**src/rtl/imm_pkg.sv**
```systemverilog
//------------------------------------------------------------------------------
// imm_pkg : shared opcodes, immediate-format enum and word width
// Revision: 1.0 - initial release
//------------------------------------------------------------------------------
`default_nettype none

package imm_pkg;

  localparam int XLEN = 32;

  localparam logic [6:0] OPC_OP_IMM = 7'b0010011;
  localparam logic [6:0] OPC_LOAD   = 7'b0000011;
  localparam logic [6:0] OPC_JALR   = 7'b1100111;
  localparam logic [6:0] OPC_STORE  = 7'b0100011;
  localparam logic [6:0] OPC_BRANCH = 7'b1100011;
  localparam logic [6:0] OPC_LUI    = 7'b0110111;
  localparam logic [6:0] OPC_AUIPC  = 7'b0010111;
  localparam logic [6:0] OPC_JAL    = 7'b1101111;

  typedef enum logic [2:0] {
    FMT_I,
    FMT_ISH,
    FMT_S,
    FMT_B,
    FMT_U,
    FMT_J,
    FMT_NONE
  } imm_fmt_e;

endpackage

`default_nettype wire

```
**src/rtl/imm_decode.sv**
```systemverilog
//------------------------------------------------------------------------------
// imm_decode : combinational RISC-V immediate extractor with no-format flag
// Revision: 1.0 - initial release
//------------------------------------------------------------------------------
`default_nettype none

module imm_decode
  import imm_pkg::*;
(
  input  logic [XLEN-1:0] instr,
  output logic [XLEN-1:0] imm,
  output logic            err
);

  imm_fmt_e fmt;
  logic     sign;

  assign sign = instr[31];

  always_comb begin
    fmt = FMT_NONE;
    case (instr[6:0])
      OPC_OP_IMM: begin
        // Shift-immediates carry an unsigned shamt instead of a signed imm
        if (instr[14:12] == 3'b001 || instr[14:12] == 3'b101) fmt = FMT_ISH;
        else                                                  fmt = FMT_I;
      end
      OPC_LOAD, OPC_JALR:  fmt = FMT_I;
      OPC_STORE:           fmt = FMT_S;
      OPC_BRANCH:          fmt = FMT_B;
      OPC_LUI, OPC_AUIPC:  fmt = FMT_U;
      OPC_JAL:             fmt = FMT_J;
      default:             fmt = FMT_NONE;
    endcase
  end

  always_comb begin
    imm = '0;
    err = 1'b0;
    case (fmt)
      FMT_I:   imm = {{20{sign}}, instr[31:20]};
      FMT_ISH: imm = {27'b0, instr[24:20]};
      FMT_S:   imm = {{20{sign}}, instr[31:25], instr[11:7]};
      FMT_B:   imm = {{19{sign}}, sign, instr[7], instr[30:25], instr[11:8], 1'b0};
      FMT_U:   imm = {instr[31:12], 12'b0};
      FMT_J:   imm = {{11{sign}}, sign, instr[19:12], instr[20], instr[30:21], 1'b0};
      default: begin
        imm = '0;
        err = 1'b1;
      end
    endcase
  end

endmodule

`default_nettype wire

```
**src/rtl/imm_gen_arbiter.sv**
```systemverilog
//------------------------------------------------------------------------------
// imm_gen_arbiter : round-robin sharing of one immediate decoder across cores
// Revision: 1.0 - initial release
//------------------------------------------------------------------------------
`default_nettype none

module imm_gen_arbiter
  import imm_pkg::*;
#(
  parameter int NUM_REQ = 2,
  parameter int XLEN    = imm_pkg::XLEN
) (
  input  logic                            clk,
  input  logic                            reset,
  input  logic [NUM_REQ-1:0]              req_valid,
  input  logic [NUM_REQ-1:0][XLEN-1:0]    req_instr,
  output logic [NUM_REQ-1:0]              req_ready,
  output logic [NUM_REQ-1:0]              rsp_valid,
  output logic [NUM_REQ-1:0][XLEN-1:0]    rsp_imm,
  output logic [NUM_REQ-1:0]              rsp_err,
  input  logic [NUM_REQ-1:0]              rsp_ready
);

  localparam int             PTR_W   = $clog2(NUM_REQ);
  localparam logic [PTR_W:0] NUM_EXT = (PTR_W+1)'(NUM_REQ);
  localparam logic [PTR_W-1:0] LAST  = PTR_W'(NUM_REQ - 1);

  logic [PTR_W-1:0]   ptr;
  logic [NUM_REQ-1:0] eligible;
  logic               grant_any;
  logic [PTR_W-1:0]   grant_idx;
  logic [PTR_W:0]     cand;
  logic [XLEN-1:0]    gnt_instr;
  logic [XLEN-1:0]    dec_imm;
  logic               dec_err;

  // A slot may be refilled in the same cycle its consumer drains it
  assign eligible = req_valid & (~rsp_valid | rsp_ready);

  always_comb begin
    grant_any = 1'b0;
    grant_idx = '0;
    cand      = '0;
    for (int off = 0; off < NUM_REQ; off++) begin
      cand = {1'b0, ptr} + (PTR_W+1)'(off);
      if (cand >= NUM_EXT) cand = cand - NUM_EXT;
      if (!grant_any && eligible[cand[PTR_W-1:0]]) begin
        grant_any = 1'b1;
        grant_idx = cand[PTR_W-1:0];
      end
    end
  end

  always_comb begin
    req_ready = '0;
    for (int i = 0; i < NUM_REQ; i++) begin
      req_ready[i] = reset && grant_any && (grant_idx == PTR_W'(i));
    end
  end

  assign gnt_instr = req_instr[grant_idx];

  imm_decode u_imm_decode (
    .instr (gnt_instr),
    .imm   (dec_imm),
    .err   (dec_err)
  );

  always_ff @(posedge clk) begin
    if (!reset) begin
      ptr       <= '0;
      rsp_valid <= '0;
      rsp_imm   <= '0;
      rsp_err   <= '0;
    end else begin
      if (grant_any) ptr <= (grant_idx == LAST) ? '0 : grant_idx + PTR_W'(1);
      for (int i = 0; i < NUM_REQ; i++) begin
        if (req_ready[i]) begin
          rsp_valid[i] <= 1'b1;
          rsp_imm[i]   <= dec_imm;
          rsp_err[i]   <= dec_err;
        end else if (rsp_ready[i]) begin
          rsp_valid[i] <= 1'b0;
        end
      end
    end
  end

endmodule

`default_nettype wire
```
**config.mk**
```make
export PLATFORM = sky130hd
export DESIGN_NAME = imm_gen_arbiter
export DESIGN_NICKNAME = d
export VERILOG_FILES = /design/src/rtl/imm_pkg.sv /design/src/rtl/imm_decode.sv /design/src/rtl/imm_gen_arbiter.sv
export SDC_FILE = /design/constraint.sdc
export NUM_CORES = 1
export LEC_CHECK = 0
export ABC_AREA = 1
export BUFFER_PORTS_ARGS = -buffer_cell sky130_fd_sc_hd__buf_2
export CELL_PAD_IN_SITES_DETAIL_PLACEMENT = 1
export CELL_PAD_IN_SITES_GLOBAL_PLACEMENT = 1
export CORE_MARGIN = 3
export CORE_UTILIZATION = 37
export DETAILED_ROUTE_END_ITERATION = 6
export HOLD_SLACK_MARGIN = 0.03
export PLACE_DENSITY = 0.83
export SLEW_MARGIN = 15
export SYNTH_ARGS = -nofsm -noshare
export SYNTH_HDL_FRONTEND = slang
export SYNTH_SLANG_ARGS = --single-unit
```
**constraint.sdc**
```tcl
create_clock -name clk -period 5.25 [get_ports clk]
set_clock_uncertainty 0.2 [all_clocks]
set_input_delay 0.2625 -clock clk [delete_from_list [all_inputs] [get_ports clk]]
set_output_delay 0.2625 -clock clk [all_outputs]
set_load 0.1 [all_outputs]
```
==> out/qor.txt, run 1 <==
final core utilization -> 0.4883
relative slew slack -> 0.3922
diode count -> 0
vias in the first global route -> 4097
Clock Latency Late Sink -> 340 ps
die area -> 0.01105 mm²
Max Fclk -> 231.9 MHz
post-synth net total -> 563
Routed Wire Length -> 12540 µm
CTS-repair resized insts -> 0
Hold Slack -> 74.68 ps
vias per inst -> 5.168
Area Overhead vs Synth -> 25.89%
final period utilization -> 0.8215
Primary FF master, synth -> dfxtp_1
routed vias -> 3866
Synth warnings -> 0
final net count -> 687
clock root cell -> clkbuf_8
Yosys cell types -> 29
remaining global-route overflow -> 0
top cells by area, synth -> dfxtp_1 38%, nand2_1 12%, a21oi_1 10%
Core ar. -> 0.009371 mm²
Die Wd -> 105.1 µm
CTS clock-pin slew for the worst setup and hold paths -> 80 ps
Cells after DPL -> 730
drt wl/cell -> 16.77 µm
kind of critical path -> in2reg
clk buf depth -> 2
Chip Height -> 105.1 µm
drc violations -> 0
Worst IR Drop VDD -> 0.1708 mV
Final Setup Violations -> 0
Worst-Margin Slew -> 910.8 ps
Final WS setup -> 937.0 ps
Arr. time, crit path -> 4390 ps
Seq/Total Area, Yosys -> 0.3800
WP data required -> 5330 ps
Power per Cell Area -> 361.8 mW/mm²
worst slack at placement -> 1140 ps
outcome -> finished, final reports clean
Placer Congestion -> 0.8683
Port Buf Inserts -> 139
initial antenna violation count -> 0
setup TNS -> 0 ps
Post-synth top cells -> 114 x nand2_1, 75 x a21oi_1, 69 x dfxtp_1
FF+latch count, synth -> 69
DR iter-0 viols -> 168
Finished Layout Cells -> 748
Seq. cell area -> 0.001381 mm²
Multi-input gate area -> 0.001973 mm²
Leakage -> 0.002391 µW
Critical Path Source Type -> primary input
Tmin final -> 4313 ps
worst-path fanout max -> 21
hold buffer count at cts -> 2
synthesized cell area -> 0.003635 mm²
most common cell in the netlist -> nand2_1
mean area per synthesized cell -> 7.418 µm²
FFs w/ async S/R, synth -> 0
max-capacitance violation count -> 0
post-CTS setup buffer count -> 0
number of CTS-inserted buffers -> 9
EDFF count, synth -> 0
drt pass-1 iters -> 4
H-tree levels -> 3
clock sinks -> 69
RSZ-0062 raised after global routing -> no
Hold WC Path Type -> in2reg
endpoint type of the worst setup path -> flop
Layout fillers -> 1254
Ports -> 140
Rows -> 35
Yosys top cell area share -> 0.3800
post-route ant nets -> 0
Detail Placement HPWL -> 9240 µm
final hold vios -> 0
largest net degree at the start of global routing -> 66
cells after synthesis -> 490
area leader, netlist -> dfxtp_1
CTS tree -> yes
layout cell share with drive strength beyond 1 -> 0.3312
initial core utilization -> 0.3879
Slew Limit Fails -> 0
first-pass GRT wire length -> 20500 µm
total track usage -> 0.2289
==> stage by stage <==
| step | cell area, µm² | total power [µW] |
|---|---|---|
| 6_report | 4576 | 1655 |
| 5_1_grt | 4576 | 1721 |
| 4_1_cts | 4576 | 1665 |
| 3_5_place_dp | 4354 | 1217 |
| 3_3_place_gp | 4354 | 1206 |
| 2_1_floorplan | 3635 | 1100 |
==> sequential cells by signal (all words and copies together), names as in the netlist <==
| signal | flops |
|---|---|
| rsp_valid | 2 |
| rsp_imm | 64 |
| rsp_err | 2 |
| ptr | 1 |
==> power breakdown <==
part | switching [µW] | leakage [µW] | internal (µW) | total, µW
Combinational | 498 | 0.00172 | 112 | 610
Clock | 213 | 0.0000995 | 233 | 447
Sequential | 27.6 | 0.000569 | 571 | 599
==> critical path, cell delays in order <==
cell           delay (ps)
dlygate4sd3_1         520
buf_2                  90
inv_1                  40
nand2_2                70
nand3_2               220
nand2_2               490
buf_4                 380
nand2_1                80
nand2_1               120
nand2_1               100
nor2_4                210
inv_1                 150
ha_1                  220
inv_1                  60
nor2_1                 40
nand2_1                90
nand2_1                90
nor2_1                560
nand2_1               120
nand3_1               130
nand2_1               120
a21oi_1               190
==> cell families after synthesis <==
| group | synth area share |
|---|---|
| simple gates | 0.2647 |
| flops | 0.3800 |
| buf+inv | 0.07780 |
| mux | 0.08193 |
| compound gates | 0.1852 |
| fa+ha+maj | 0.01033 |
==> area by class of cell <==
type / count / area share
multi-input combinational: 359 / 0.4312
sequential: 69 / 0.3019
timing repair buffer: 145 / 0.1630
tap: 129 / 0.03527
clock buffer: 11 / 0.03090
inverter: 30 / 0.02461
clock inverter: 5 / 0.01313
==> worst paths after layout <==
path	from	to	slack [ps]	cells after the start
worst min register to register	rsp_imm[63]	rsp_imm[63]	280	2
worst max-delay path	rsp_ready[0]	rsp_imm[20]	940	22
worst min-delay path	req_valid[0]	ptr	70	3
worst max register to register	rsp_valid[0]	rsp_imm[20]	1150	19
==> placed cells by master (no fill, tap or decap), types with 2 or more instances in the layout <==
cell type / n
buf_2: 139
nand2_1: 114
a21oi_1: 75
dfxtp_1: 69
nand3_1: 34
o21ai_0: 34
inv_1: 27
nor2_1: 23
mux2_2: 14
mux2i_1: 14
nand3_2: 12
nand2_2: 10
clkbuf_8: 10
a21boi_1: 7
nand3b_1: 4
buf_4: 4
inv_2: 3
o21ai_1: 3
ha_1: 3
a21oi_2: 2
nor2_4: 2
clkinv_4: 2
dlygate4sd3_1: 2
==> per-layer routing <==
metal / track usage / share of wire / vias to the layer above / wire (µm)
li1: - / - / 1884 / -
met1: 0.2726 / 0.43 / 1822 / 5373
met2: 0.3973 / 0.49 / 137 / 6087
met3: 0.05435 / 0.063 / 23 / 789
met4: 0.08716 / 0.023 / 0 / 291
met5: 0 / 0 / - / 0
(Power assumes the default switching activity.)
==> run 2: changes to the inputs <==
--- a/config.mk
+++ b/config.mk
@@ -5,15 +5,15 @@
 export SDC_FILE = /design/constraint.sdc
 export NUM_CORES = 1
 export LEC_CHECK = 0
-export ABC_AREA = 1
+export ABC_AREA = 0
 export BUFFER_PORTS_ARGS = -buffer_cell sky130_fd_sc_hd__buf_2
 export CELL_PAD_IN_SITES_DETAIL_PLACEMENT = 1
 export CELL_PAD_IN_SITES_GLOBAL_PLACEMENT = 1
 export CORE_MARGIN = 3
-export CORE_UTILIZATION = 37
+export CORE_UTILIZATION = 35
 export DETAILED_ROUTE_END_ITERATION = 6
 export HOLD_SLACK_MARGIN = 0.03
-export PLACE_DENSITY = 0.83
+export PLACE_DENSITY = 0.77
 export SLEW_MARGIN = 15
 export SYNTH_ARGS = -nofsm -noshare
 export SYNTH_HDL_FRONTEND = slang
==> constraint.sdc (replaced) <==
create_clock -name clk -period 4 [get_ports clk]
set_clock_uncertainty 0.2 [all_clocks]
set_input_delay 0.2 -clock clk [delete_from_list [all_inputs] [get_ports clk]]
set_output_delay 0.2 -clock clk [all_outputs]
set_load 0.1 [all_outputs]
==> run 2 against run 1 <==
Against the previous run:
- via count fell by 11%
- clock-buffer cell count stayed put
- hold slack worse by 35 ps
- clock power rose by 26%
- final area fell by 0.98%
- critical path type unchanged
- highest routed layer unchanged
- sequential share of layout area grew 0.30 points
- first-iteration DRC count decreased by 21%
- wire length is 8.0% lower
- area after synthesis decreased by 7.1%
==> out/qor.txt, run 2 <==
drt wl/cell -> 18.00 µm
vias per inst -> 5.390
max reg flops -> 64
R2R Path End -> rsp_imm[35]
Worst-Margin Slew -> 1125 ps
Die Wd -> 104.2 µm
Post-synth top cells -> 69 x dfxtp_1, 69 x nand2_1
final core utilization -> 0.4857
FF+latch count, synth -> 69
Synth warnings -> 0
endpoint type of the worst setup path -> flop
Hold Path End -> rsp_imm[33]
WP data required -> 4040 ps
critical-path cell list -> dlygate4sd3_1 -> buf_2 -> nor2b_4 -> o311ai_4 -> buf_4 -> mux2i_2 -> ha_1 -> o21ai_0 -> or3_4 -> and2_4 -> and3_1 -> a221oi_1 -> dlygate4sd3_1 -> nor2_1
Worst IR Drop VDD -> 0.2033 mV
Sw Ratio -> 0.3661
worst path bufs/invs -> 4
remaining global-route overflow -> 0
kind of critical path -> in2reg
sequential power share -> 0.411
commonest non-fill, non-tap cell in the layout -> buf_2
initial core utilization -> 0.3622
Clk pwr share -> 0.318
Rows -> 35
Power per Cell Area -> 391.3 mW/mm²
vias in the first global route -> 3745
delay-heaviest family, CP -> buffers and inverters
Area Overhead vs Synth -> 34.11%
first-pass GRT wire length -> 18980 µm
relative slew slack -> 0.2502
H-tree levels -> 3
Detail Placement HPWL -> 8679 µm
final hold vios -> 0
Chip Height -> 104.2 µm
Critical Path Source Type -> primary input
Final WS setup -> 335.8 ps
CTS tree -> yes
most frequent cells in the layout -> 139 x buf_2, 69 x nand2_1, 69 x dfxtp_1
slowest stage delay, CP -> 590 ps
Hold Path Origin -> reset
max-capacitance violation count -> 0
drc violations -> 0
area leader, netlist -> dfxtp_1
clock sinks -> 69
final net count -> 580
synthesized cell area -> 0.003378 mm²
Yosys cell types -> 68
Hold WC Path Type -> in2reg
worst r2r path cells -> 12
FFs w/ async S/R, synth -> 0
Seq/Total Area, Yosys -> 0.4089
RSZ-0062 raised after global routing -> no
dominant cell type by count on the critical path -> dlygate4sd3_1
Max Fclk -> 272.9 MHz
Largest regs -> rsp_imm: 64 flops, rsp_err: 2 flops, rsp_valid: 2 flops
Layout fillers -> 1113
Yosys top cell area share -> 0.4089
CP max stage cell -> dlygate4sd3_1
total track usage -> 0.2133
largest net degree at the start of global routing -> 29
drt pass-1 iters -> 4
initial antenna violation count -> 0
number of CTS-inserted buffers -> 9
Reg with most FFs -> rsp_imm
Reg2Reg Setup Slack -> 420 ps
setup TNS -> 0 ps
worst-path fanout max -> 6
hold path depth -> 3
Placer Congestion -> 0.8289
DR iter-0 viols -> 133
Primary FF master, synth -> dfxtp_1
outcome -> finished, final reports clean
Finished Layout Cells -> 641
Final Setup Violations -> 0
Tot Pwr -> 1773 µW
Routed Wire Length -> 11540 µm
top cells by area, synth -> dfxtp_1 41%, nand2_1 7.7%, a221o_1 4.7%
clock root cell -> clkbuf_8
Core ar. -> 0.009328 mm²
Cells after DPL -> 611
EDFF count, synth -> 0
final period utilization -> 0.9160
Slew Limit Fails -> 0
FF-to-FF Start -> rsp_valid[0]
Leakage -> 0.002072 µW
cell-internal power -> 1124 µW
sw power -> 649.0 µW
Arr. time, crit path -> 3710 ps
clk buf depth -> 2
Ports -> 140
diode count -> 0
CTS clock-pin slew for the worst setup and hold paths -> 80 ps
post-route ant nets -> 0
routed vias -> 3455
layout cell share with drive strength beyond 1 -> 0.3770
post-synth net total -> 430
Clock Latency Late Sink -> 340 ps
worst slack at placement -> 363.4 ps
Comb pwr share -> 0.271
die area -> 0.01087 mm²
mean area per synthesized cell -> 9.463 µm²
Port Buf Inserts -> 139
cells after synthesis -> 357
Tmin final -> 3664 ps
run 2: through the flow:
step | instance area [µm²] | hold WS, ps
3_5_place_dp | 4190 | 247.6
5_1_grt | 4531 | 57.58
6_report | 4531 | 39.77
4_1_cts | 4502 | 34.21
2_1_floorplan | 3378 | 128.2
3_3_place_gp | 4190 | 237.4
run 2: routing by layer:
metal  global-route usage  wire (µm)  vias to the layer above
met1               0.2425       4805                     1678
met5                    0          0                        -
met4              0.05698        234                        0
li1                     -          -                     1657
met2               0.3918       5934                       98
met3              0.05773        565                       22
run 2: worst min-delay path: cells and delay by family:
family	cells	cell delay, ps
AO/OA/AOI/OAI	1	110
buffers and inverters	1	190
AND/OR/NAND/NOR	1	50
run 2: power groups by stage:
stage	Clock (µW)	Combinational [µW]	Sequential, µW
floorplan	0	160	928
finish	564	480	728
global route	604	509	732
detailed placement	0	465	744
CTS	576	477	728
global placement	0	457	743
run 2: what timing repair did:
item	in CTS	in global routing
setup buffers	0	2
endpoints found under the hold margin	9	0
endpoints found under the setup margin	0	3
resized for setup	0	2
hold buffers	12	0
run 2: how the worst max path moves through the flow:
stage	start	to	slack [ps]	depth (start not counted)
6_report	rsp_ready[0]	rsp_imm[35]	340	14
4_1_cts	rsp_ready[0]	rsp_imm[35]	40	14
3_5_place_dp	rsp_valid[0]	rsp_imm[30]	360	11
3_3_place_gp	rsp_valid[0]	rsp_imm[30]	510	11
5_1_grt	rsp_ready[0]	rsp_imm[35]	150	14
2_1_floorplan	rsp_valid[0]	rsp_imm[12]	280	11
run 2: cells by family after synthesis:
| family | share of synthesized area |
|---|---|
| AO/OA/AOI/OAI | 0.2778 |
| XOR/XNOR | 0.005186 |
| adder cells (fa/ha/maj) | 0.01111 |
| buffers and inverters | 0.03370 |
| flip-flops | 0.4089 |
| multiplexers | 0.05556 |
| AND/OR/NAND/NOR | 0.2078 |
run 2: cell type report:
class / instances / area (µm²) / share of cell area
clock buffers: 11 / 131.4 / 0.02900
multi-input cells: 263 / 1901 / 0.4195
inverters: 6 / 27.53 / 0.006076
flip-flops and latches: 69 / 1381 / 0.3049
repair buffers: 158 / 868.3 / 0.1917
well taps: 129 / 161.4 / 0.03563
clock inverters: 5 / 60.06 / 0.01326
